File: src/rtl/interleave_ctrl_if.sv
// interleave_ctrl_if: input/output handshakes and two-bank memory control
// for interleave_ctrl. The controller takes the slave side; the
// environment (data source, sink and bit memory) takes the master side.
interface interleave_ctrl_if #(
   parameter int ROWS = 4,
   parameter int COLS = 4
);
   localparam int AW = $clog2(ROWS * COLS);

   logic          mode;
   logic          in_valid;
   logic          in_ready;
   logic          flush;
   logic          wr_en;
   logic          wr_bank;
   logic [AW-1:0] wr_addr;
   logic          wr_pad;
   logic          rd_en;
   logic          rd_bank;
   logic [AW-1:0] rd_addr;
   logic          out_valid;
   logic          out_ready;
   logic          out_sof;
   logic          out_eof;

   modport slave (
      input  mode, in_valid, flush, out_ready,
      output in_ready, wr_en, wr_bank, wr_addr, wr_pad,
             rd_en, rd_bank, rd_addr, out_valid, out_sof, out_eof
   );

   modport master (
      output mode, in_valid, flush, out_ready,
      input  in_ready, wr_en, wr_bank, wr_addr, wr_pad,
             rd_en, rd_bank, rd_addr, out_valid, out_sof, out_eof
   );
endinterface

File: src/rtl/interleave_ctrl.sv
// interleave_ctrl: ping-pong block interleaver controller for an external
// two-bank bit memory. Bits are written linearly into one bank while the
// other, full bank is read back in row/column-transposed order.
// mode 0 interleaves (row write, column read), mode 1 deinterleaves.
// Optional feature: define ILV_FLUSH_EN to let a flush pulse close a
// partial block by padding it with zeros (state PAD). Without the macro
// flush is ignored and wr_pad is tied low.
module interleave_ctrl #(
   parameter int ROWS = 4,
   parameter int COLS = 4
) (
   input logic              clk,
   input logic              rst,
   interleave_ctrl_if.slave bus
);
   localparam int N  = ROWS * COLS;
   localparam int AW = $clog2(N);
   localparam int RB = $clog2(ROWS);
   localparam int CB = $clog2(COLS);
   localparam logic [AW-1:0] LAST = AW'(N - 1);

   logic [1:0]    full;
   logic [1:0]    full_nxt;
   logic          wr_bank;
   logic          rd_bank;
   logic [AW-1:0] wr_ptr;
   logic [AW-1:0] rd_ptr;
   logic [AW-1:0] rd_addr_c;
   logic          mode_q;
   logic          eff_mode;
   logic          in_pad;
   logic          in_ready_c;
   logic          wr_fire;
   logic          wr_last;
   logic          rd_fire;
   logic          rd_last;
   logic          out_valid_q;
   logic          out_sof_q;
   logic          out_eof_q;

`ifdef ILV_FLUSH_EN
   typedef enum logic {RUN, PAD} state_t;
   state_t state;

   // Flush of a partial block switches to padding until the block closes.
   // A bank holding a partial block (wr_ptr != 0) is never full, so a
   // flush never has to wait; the full check only keeps the rule explicit.
   // A flush coinciding with the write that completes the block is dropped.
   always_ff @(posedge clk or posedge rst) begin
      if (rst) begin
         state <= RUN;
      end else begin
         case (state)
            RUN:     if (bus.flush && (wr_ptr != '0) && !wr_last && !full[wr_bank])
                        state <= PAD;
            PAD:     if (wr_last)
                        state <= RUN;
            default: state <= RUN;
         endcase
      end
   end

   assign in_pad = (state == PAD);
`else
   logic unused_flush;
   assign unused_flush = bus.flush;
   assign in_pad       = 1'b0;
`endif

   // Write side: accept input while the write bank has room; padding
   // writes on its own and blocks input. Nothing is accepted during reset.
   always_comb begin
      in_ready_c = !rst && !in_pad && !full[wr_bank];
      wr_fire    = in_pad ? !full[wr_bank] : (bus.in_valid && in_ready_c);
      wr_last    = wr_fire && (wr_ptr == LAST);
   end

   // Read side: fetch when the read bank is full and the output register
   // is free or draining. The mode input is honoured only on the first
   // read of a block; after that the latched copy keeps the block coherent.
   always_comb begin
      rd_fire  = full[rd_bank] && (!out_valid_q || bus.out_ready);
      rd_last  = rd_fire && (rd_ptr == LAST);
      eff_mode = (rd_ptr == '0) ? bus.mode : mode_q;
      // With power-of-two dimensions, (k mod R)*C + k div R is a bit rotate.
      if (eff_mode)
         rd_addr_c = {rd_ptr[CB-1:0], rd_ptr[AW-1:CB]};
      else
         rd_addr_c = {rd_ptr[RB-1:0], rd_ptr[AW-1:RB]};
   end

   // Bank flags: completing a write sets, completing a read clears. The two
   // can land on the same edge; they always target different banks.
   always_comb begin
      full_nxt = full;
      if (wr_last) full_nxt[wr_bank] = 1'b1;
      if (rd_last) full_nxt[rd_bank] = 1'b0;
   end

   // Write pointer and bank; the pointer wraps naturally since N = 2**AW.
   always_ff @(posedge clk or posedge rst) begin
      if (rst) begin
         full    <= '0;
         wr_bank <= 1'b0;
         wr_ptr  <= '0;
      end else begin
         full <= full_nxt;
         if (wr_fire) wr_ptr  <= wr_ptr + 1'b1;
         if (wr_last) wr_bank <= ~wr_bank;
      end
   end

   // Read pointer, bank, mode latch and the output qualifier register.
   // out_valid tracks memory data arriving one cycle after rd_en and holds
   // through back-pressure, as the memory holds its data while rd_en = 0.
   always_ff @(posedge clk or posedge rst) begin
      if (rst) begin
         rd_bank     <= 1'b0;
         rd_ptr      <= '0;
         mode_q      <= 1'b0;
         out_valid_q <= 1'b0;
         out_sof_q   <= 1'b0;
         out_eof_q   <= 1'b0;
      end else begin
         if (rd_fire) begin
            rd_ptr      <= rd_ptr + 1'b1;
            out_valid_q <= 1'b1;
            out_sof_q   <= (rd_ptr == '0);
            out_eof_q   <= (rd_ptr == LAST);
         end else if (bus.out_ready) begin
            out_valid_q <= 1'b0;
            out_sof_q   <= 1'b0;
            out_eof_q   <= 1'b0;
         end
         if (rd_last)                    rd_bank <= ~rd_bank;
         if (rd_fire && (rd_ptr == '0))  mode_q  <= bus.mode;
      end
   end

   assign bus.in_ready  = in_ready_c;
   assign bus.wr_en     = wr_fire;
   assign bus.wr_bank   = wr_bank;
   assign bus.wr_addr   = wr_ptr;
   assign bus.wr_pad    = in_pad;
   assign bus.rd_en     = rd_fire;
   assign bus.rd_bank   = rd_bank;
   assign bus.rd_addr   = rd_addr_c;
   assign bus.out_valid = out_valid_q;
   assign bus.out_sof   = out_sof_q;
   assign bus.out_eof   = out_eof_q;

endmodule

File: src/flat_wrapper.sv
// flat-port wrapper written by rule: the top's interface ports become plain ports
module interleave_ctrl_flat 
#(
   parameter int ROWS = 4,
   parameter int COLS = 4
)
  (clk, rst, bus_mode, bus_in_valid, bus_flush, bus_out_ready, bus_in_ready, bus_wr_en, bus_wr_bank, bus_wr_addr, bus_wr_pad, bus_rd_en, bus_rd_bank, bus_rd_addr, bus_out_valid, bus_out_sof, bus_out_eof);
  interleave_ctrl_if #(.ROWS(ROWS), .COLS(COLS)) bus_i ();
  input logic clk;
  input logic rst;
  input wire logic [$bits(bus_i.mode)-1:0] bus_mode;
  input wire logic [$bits(bus_i.in_valid)-1:0] bus_in_valid;
  input wire logic [$bits(bus_i.flush)-1:0] bus_flush;
  input wire logic [$bits(bus_i.out_ready)-1:0] bus_out_ready;
  output wire logic [$bits(bus_i.in_ready)-1:0] bus_in_ready;
  output wire logic [$bits(bus_i.wr_en)-1:0] bus_wr_en;
  output wire logic [$bits(bus_i.wr_bank)-1:0] bus_wr_bank;
  output wire logic [$bits(bus_i.wr_addr)-1:0] bus_wr_addr;
  output wire logic [$bits(bus_i.wr_pad)-1:0] bus_wr_pad;
  output wire logic [$bits(bus_i.rd_en)-1:0] bus_rd_en;
  output wire logic [$bits(bus_i.rd_bank)-1:0] bus_rd_bank;
  output wire logic [$bits(bus_i.rd_addr)-1:0] bus_rd_addr;
  output wire logic [$bits(bus_i.out_valid)-1:0] bus_out_valid;
  output wire logic [$bits(bus_i.out_sof)-1:0] bus_out_sof;
  output wire logic [$bits(bus_i.out_eof)-1:0] bus_out_eof;
  assign bus_i.mode = bus_mode;
  assign bus_i.in_valid = bus_in_valid;
  assign bus_i.flush = bus_flush;
  assign bus_i.out_ready = bus_out_ready;
  assign bus_in_ready = bus_i.in_ready;
  assign bus_wr_en = bus_i.wr_en;
  assign bus_wr_bank = bus_i.wr_bank;
  assign bus_wr_addr = bus_i.wr_addr;
  assign bus_wr_pad = bus_i.wr_pad;
  assign bus_rd_en = bus_i.rd_en;
  assign bus_rd_bank = bus_i.rd_bank;
  assign bus_rd_addr = bus_i.rd_addr;
  assign bus_out_valid = bus_i.out_valid;
  assign bus_out_sof = bus_i.out_sof;
  assign bus_out_eof = bus_i.out_eof;
  interleave_ctrl #(.ROWS(ROWS), .COLS(COLS)) u_core (.clk(clk), .rst(rst), .bus(bus_i));
endmodule
File: config.mk
export PLATFORM = sky130hd
export DESIGN_NAME = interleave_ctrl_flat
export DESIGN_NICKNAME = d
export VERILOG_FILES = /design/src/rtl/interleave_ctrl_if.sv /design/src/rtl/interleave_ctrl.sv /design/src/flat_wrapper.sv
export SDC_FILE = /design/constraint.sdc
export NUM_CORES = 1
export LEC_CHECK = 0
export ABC_AREA = 1
export BUFFER_PORTS_ARGS = -buffer_cell sky130_fd_sc_hd__buf_2
export CAP_MARGIN = 20
export CORE_MARGIN = 4
export CORE_UTILIZATION = 48
export DETAILED_ROUTE_END_ITERATION = 16
export PLACE_DENSITY = 0.83
export SYNTH_ARGS = -nofsm -noshare
export SYNTH_HDL_FRONTEND = slang
export SYNTH_SLANG_ARGS = --single-unit
File: constraint.sdc
create_clock -name clk -period 1.8 [get_ports clk]
set_input_delay 0.36 -clock clk [delete_from_list [all_inputs] [get_ports clk]]
set_output_delay 0.36 -clock clk [all_outputs]
set_load 0.02 [all_outputs]
==> impl_metrics.toml, run 1 <==
[layout]
regArea_um2 = 377
final_cell_mix = "nand2_1 (20), buf_2 (19), dfrtp_1 (14)"
nNetsFinal = 120
fin_util_pct = 60.3
multiInputGateArea_um2 = 313
num_antenna_cells = 0
fin_cells = 126
fill_cells = 125
layout_commonest_cell = "nand2_1"
synthToLayoutAreaGrowth_pct = 19.5
drive_gt1_share_pct = 30.0

[global_route]
grt_max_degree = 16
grt_pass1_vias = 541
antenna_found_initial = 0
grt_overflow = 0
grtUsageTotal_pct = 14.1
grt_pass1_wl_mm = 2.22

[cts]
clock-sinks = 15
cts_tree = "yes"
clock_latency_ps = 280
clock_path_buffers = 2
root_buffer = "clkbuf_4"
cts-buffers-inserted = 3
path_clk_slew_ps = 90
h-tree-depth = 1

[synthesis]
seq_area_frac_synth_pct = 50.0
synth_cell_types = 19
netlist_area_um2 = 751
synth_nets = 96
ys_warn_count = 0
syn_avg_cell_area_um2 = 8.63
netlist_instances = 87
synth-seq-cells = 15

[worst_setup_path]
crit_arrival_ps = 1360
worst-path-max-fanout = 6
start_kind = "flop"
critPathMaxStageDelay_ps = 450
critPathTopFamily = "flip-flops"
reg2reg_from = "u_core.rd_ptr[0]$_DFFE_PP0P_"
crit_path_start = "u_core.bus.wr_bank$_DFFE_PP0N_"
crit_required_ps = 1440
crit_type = "flop to output port"
critPathSlowestCell = "dfrtp_2"
cp_num_buf_inv = 2
path_cells = "nand2_1, nand2_1, nor2_4, nand2_4, inv_4, buf_2"
r2r_slack_ps = 610
crit_top_cell = "nand2_1"
endpoint_kind = "output port"

[detailed_routing]
routed-via-count = 605
vias_per_cell = 4.80
ant_nets = 0
first_pass_iters = 4
wirelength_mm = 1.37
drt_iter0_markers = 2
wire_per_inst_um = 10.8
drc = 0

[timing]
setup_viol = 0
timing.final.crit_share_pct = 95.6
fin_ws_ps = 78.5
fin_crit_ps = 1720
hold_viol_final = 0
rsz0062_at_grt = "yes"
finalClockSkew_ps = 4.99
fmax_mhz = 581
drv_slew = 0

[place]
dp_cells = 122
place_ws_ps = 375
hpwl_mm = 1.04
routabilityCongestion = 0.698
port_buffers = 19

[worst_hold_path]
min_path_type = "input pin to asynchronous set/reset pin"

[floorplanning]
num_rows = 14
num_io_pins = 23
die-area_um2 = 2260
die_h_um = 47.5
initial_core_util_pct = 50.4
core_area_um2 = 1490
chipWidth_um = 47.5

[status]
outcome = "finished, final reports clean"

[power]
power_density_nw_per_um2 = 1540
p_leak_nw = 0.496
ir_drop_mv = 0.918

[flow_run]
cap_violations = 0
## power by group
group	switching (mW)	internal [mW]	leakage [nW]
Clock	0.107	0.0861	0.0150
Combinational	0.420	0.211	0.297
Sequential	0.102	0.453	0.185
## registers in the layout (all words and copies together), names as in the netlist
signal / flops
u_core.bus.out_eof: 1
u_core.bus.out_sof: 1
u_core.bus.out_valid: 1
u_core.bus.rd_bank: 1
u_core.bus.wr_addr: 4
u_core.bus.wr_bank: 1
u_core.full: 2
u_core.rd_ptr: 4
## worst paths after layout
check / end / depth (start not counted)
worst max-delay path: bus_wr_en / 6
worst min-delay path: u_core.bus.wr_addr[1]$_DFFE_PP0P_ / 3
min in group clk: u_core.bus.out_eof$_DFFE_PP0P_ / 4
max in group asynchronous: u_core.bus.wr_bank$_DFFE_PP0N_ / 3
worst max register to register: u_core.bus.rd_bank$_DFFE_PP0P_ / 5
worst min register to register: u_core.bus.out_sof$_DFFE_PP0P_ / 2
## stage by stage
| step | cell area [um^2] | hold WS [ps] | setup TNS, ps | power [mW] |
|---|---|---|---|---|
| final | 897 | 78.5 | 0 | 1.38 |
| after floorplan | 751 | 270 | 0 | 0.993 |
| after CTS | 892 | 81.8 | 0 | 1.38 |
| after global placement | 866 | 411 | 0 | 1.16 |
| after global routing | 897 | 96.9 | -33.3 | 1.49 |
| after detailed placement | 866 | 399 | 0 | 1.18 |
## cells by family after synthesis
logic type | count (synthesis) | synth area share, %
flip-flops | 15 | 50.0
AO/OA/AOI/OAI | 8 | 5.33
adder cells (fa/ha/maj) | 3 | 5.00
other | 1 | 0.500
XOR/XNOR | 4 | 4.67
buffers and inverters | 16 | 8.83
AND/OR/NAND/NOR | 40 | 25.7
## Yosys cell counts
cell type	count	area share, %
nand2_1	20	10
dfrtp_1	15	50
inv_1	12	6.0
nand3_1	8	5.3
o21ai_1	6	4.0
nor2_1	5	2.5
ha_1	3	5.0
a21oi_1	2	1.3
inv_2	2	1.0
nand4_1	2	1.7
nor2_4	2	3.0
xnor2_1	2	2.3
xor2_1	2	2.3
buf_4	1	1.0
conb_1	1	0.50
inv_4	1	0.83
nand2_2	1	0.83
nand2_4	1	1.5
nor2_2	1	0.83
## worst register-to-register path, delay by kind of cell, from the launching register on
kind / cells / cell delay [ps]
xor gates and xnor gates: 1 / 180
adders and majority gates: 1 / 190
buffers and inverters: 1 / 60
DFF: 1 / 410
and+or+nand+nor: 2 / 260
## area by class of cell
cell class | instances | area share [%]
Sequential cell | 15 | 42.0
Multi-Input combinational cell | 56 | 34.9
Timing Repair Buffer | 20 | 11.4
Inverter | 15 | 6.56
Clock buffer | 4 | 2.93
Tap cell | 16 | 2.23
## metal layers
| metal | share of wire (%) | wire length (um) | GRT usage (%) | vias up |
|---|---|---|---|---|
| met1 | 44 | 595 | 17.1 | 270 |
| li1 | - | - | - | 315 |
| met5 | 0 | 0 | 0 | - |
| met2 | 49 | 669 | 22.5 | 13 |
| met3 | 4.8 | 65 | 4.14 | 7 |
| met4 | 2.6 | 35 | 7.53 | 0 |
## what timing repair did
item	CTS	global route
resized for setup	0	2
hold buffers	0	0
setup endpoints to repair	0	2
buffers inserted	0	0
Power figures use the tool's default switching activity.
==> inputs of run 2 (changes only) <==
MAX_ROUTING_LAYER = met4   (was default)
==> run 2 against run 1 <==
Effect of this change:
- clock power about the same
- critical path depth unchanged
- worst setup slack worse by 0.89 ps
- fmax about the same
- critical endpoint unchanged
- final area unchanged
- largest power group unchanged
- cell count unchanged
- highest routed layer unchanged
- non-clock buffer count unchanged
==> impl_metrics.toml, run 2 (synthesis gave the netlist of run 1 again) <==
[status]
outcome = "finished, final reports clean"

[layout]
nNetsFinal = 120
final_cell_mix = "nand2_1 (20), buf_2 (19), dfrtp_1 (14)"
drive_gt1_share_pct = 30.0
num_antenna_cells = 0
synthToLayoutAreaGrowth_pct = 19.5
layout_commonest_cell = "nand2_1"

[place]
port_buffers = 19
routabilityCongestion = 0.705
hpwl_mm = 1.04

[timing]
setup_tns_ps = 0
fmax_mhz = 581
hold_viol_final = 0
whs_ps = 78.4
drv_slew = 0
finalClockSkew_ps = 5.12
rsz0062_at_grt = "yes"
fin_crit_ps = 1720
setup_viol = 0
timing.final.crit_share_pct = 95.7

[detailed_routing]
vias_per_cell = 4.83
wire_per_inst_um = 10.9
wirelength_mm = 1.37
ant_nets = 0
drt_iter0_markers = 1
routed-via-count = 608
first_pass_iters = 4
drc = 0

[global_route]
grt_overflow = 0
grt_pass1_wl_mm = 2.21
grt_max_degree = 16
antenna_found_initial = 0
grtUsageTotal_pct = 14.5
grt_pass1_vias = 542

[floorplanning]
core_area_um2 = 1490
initial_core_util_pct = 50.4
die-area_um2 = 2260
die_h_um = 47.5
num_rows = 14
chipWidth_um = 47.5
num_io_pins = 23

[cts]
postCtsSetupBuffers = 0
clock_latency_ps = 280
path_clk_slew_ps = 90
clock-sinks = 15
clock_path_buffers = 2
root_buffer = "clkbuf_4"
cts_tree = "yes"
cts-buffers-inserted = 3
cts_hold_buf = 0
h-tree-depth = 1

[flow_run]
cap_violations = 0

[worst_hold_path]
min_path_type = "input pin to asynchronous set/reset pin"

[worst_setup_path]
rr_worst_depth = 8
reg2reg_from = "u_core.bus.wr_bank$_DFFE_PP0N_"
worst-path-max-fanout = 6
endpoint_kind = "output port"
crit_arrival_ps = 1360
crit_type = "flop to output port"
crit_path_start = "u_core.bus.wr_bank$_DFFE_PP0N_"
start_kind = "flop"
crit_required_ps = 1440

[power]
power_density_nw_per_um2 = 1540
p_leak_nw = 0.496
ir_drop_mv = 0.919
p_total_mw = 1.38
run 2: final timing paths:
| path | to | slack [ps] |
|---|---|---|
| worst max-delay path | bus_wr_en | 80 |
| worst min-delay path | u_core.bus.wr_addr[1]$_DFFE_PP0P_ | 80 |
| worst max register to register | u_core.bus.wr_bank$_DFFE_PP0N_ | 610 |
| worst min register to register | u_core.bus.out_sof$_DFFE_PP0P_ | 520 |
| max in group asynchronous | u_core.bus.wr_bank$_DFFE_PP0N_ | 1530 |
| min in group clk | u_core.bus.out_eof$_DFFE_PP0P_ | 340 |
run 2: stage by stage:
step           std cells  utilization [%]  instance area (um^2)  worst slack, ps
2_1_floorplan         87                -                   751              149
3_3_place_gp         122             58.2                   866              361
3_5_place_dp         122             58.2                   866              375
4_1_cts              126             59.9                   892             49.1
5_1_grt              126             60.3                   897            -33.3
6_report             126             60.3                   897             77.6
run 2: critical path: stages, from the launching register on:
cell,delay (ps)
dfrtp_2,450
nand2_1,80
nand2_1,80
nor2_4,150
nand2_4,100
inv_4,60
buf_2,150
run 2: area by class of cell:
cell class	count	area [um^2]
clock buffer	4	26.3
fill	125	592
inverter	15	58.8
multi-input combinational	56	313
sequential	15	377
tap	16	20.0
timing repair buffer	20	103
run 2: per-layer routing:
layer | share of wire (%) | wire (um) | global-route usage (%)
met2 | 49 | 676 | 22.5
met1 | 43 | 595 | 17.1
met5 | 0 | 0 | -
met3 | 5.5 | 75 | 4.14
met4 | 1.8 | 24 | 7.53
run 2: repair_timing:
action	4_1_cts	5_1_grt
setup endpoints to repair	0	2
endpoints found under the hold margin	0	0
resized for setup	0	2
run 2: power breakdown:
part | switching (mW) | leakage, nW | internal (mW)
registers | 0.102 | 0.185 | 0.453
clock network | 0.107 | 0.0150 | 0.0861
logic | 0.422 | 0.297 | 0.211
total | 0.630 | 0.496 | 0.750
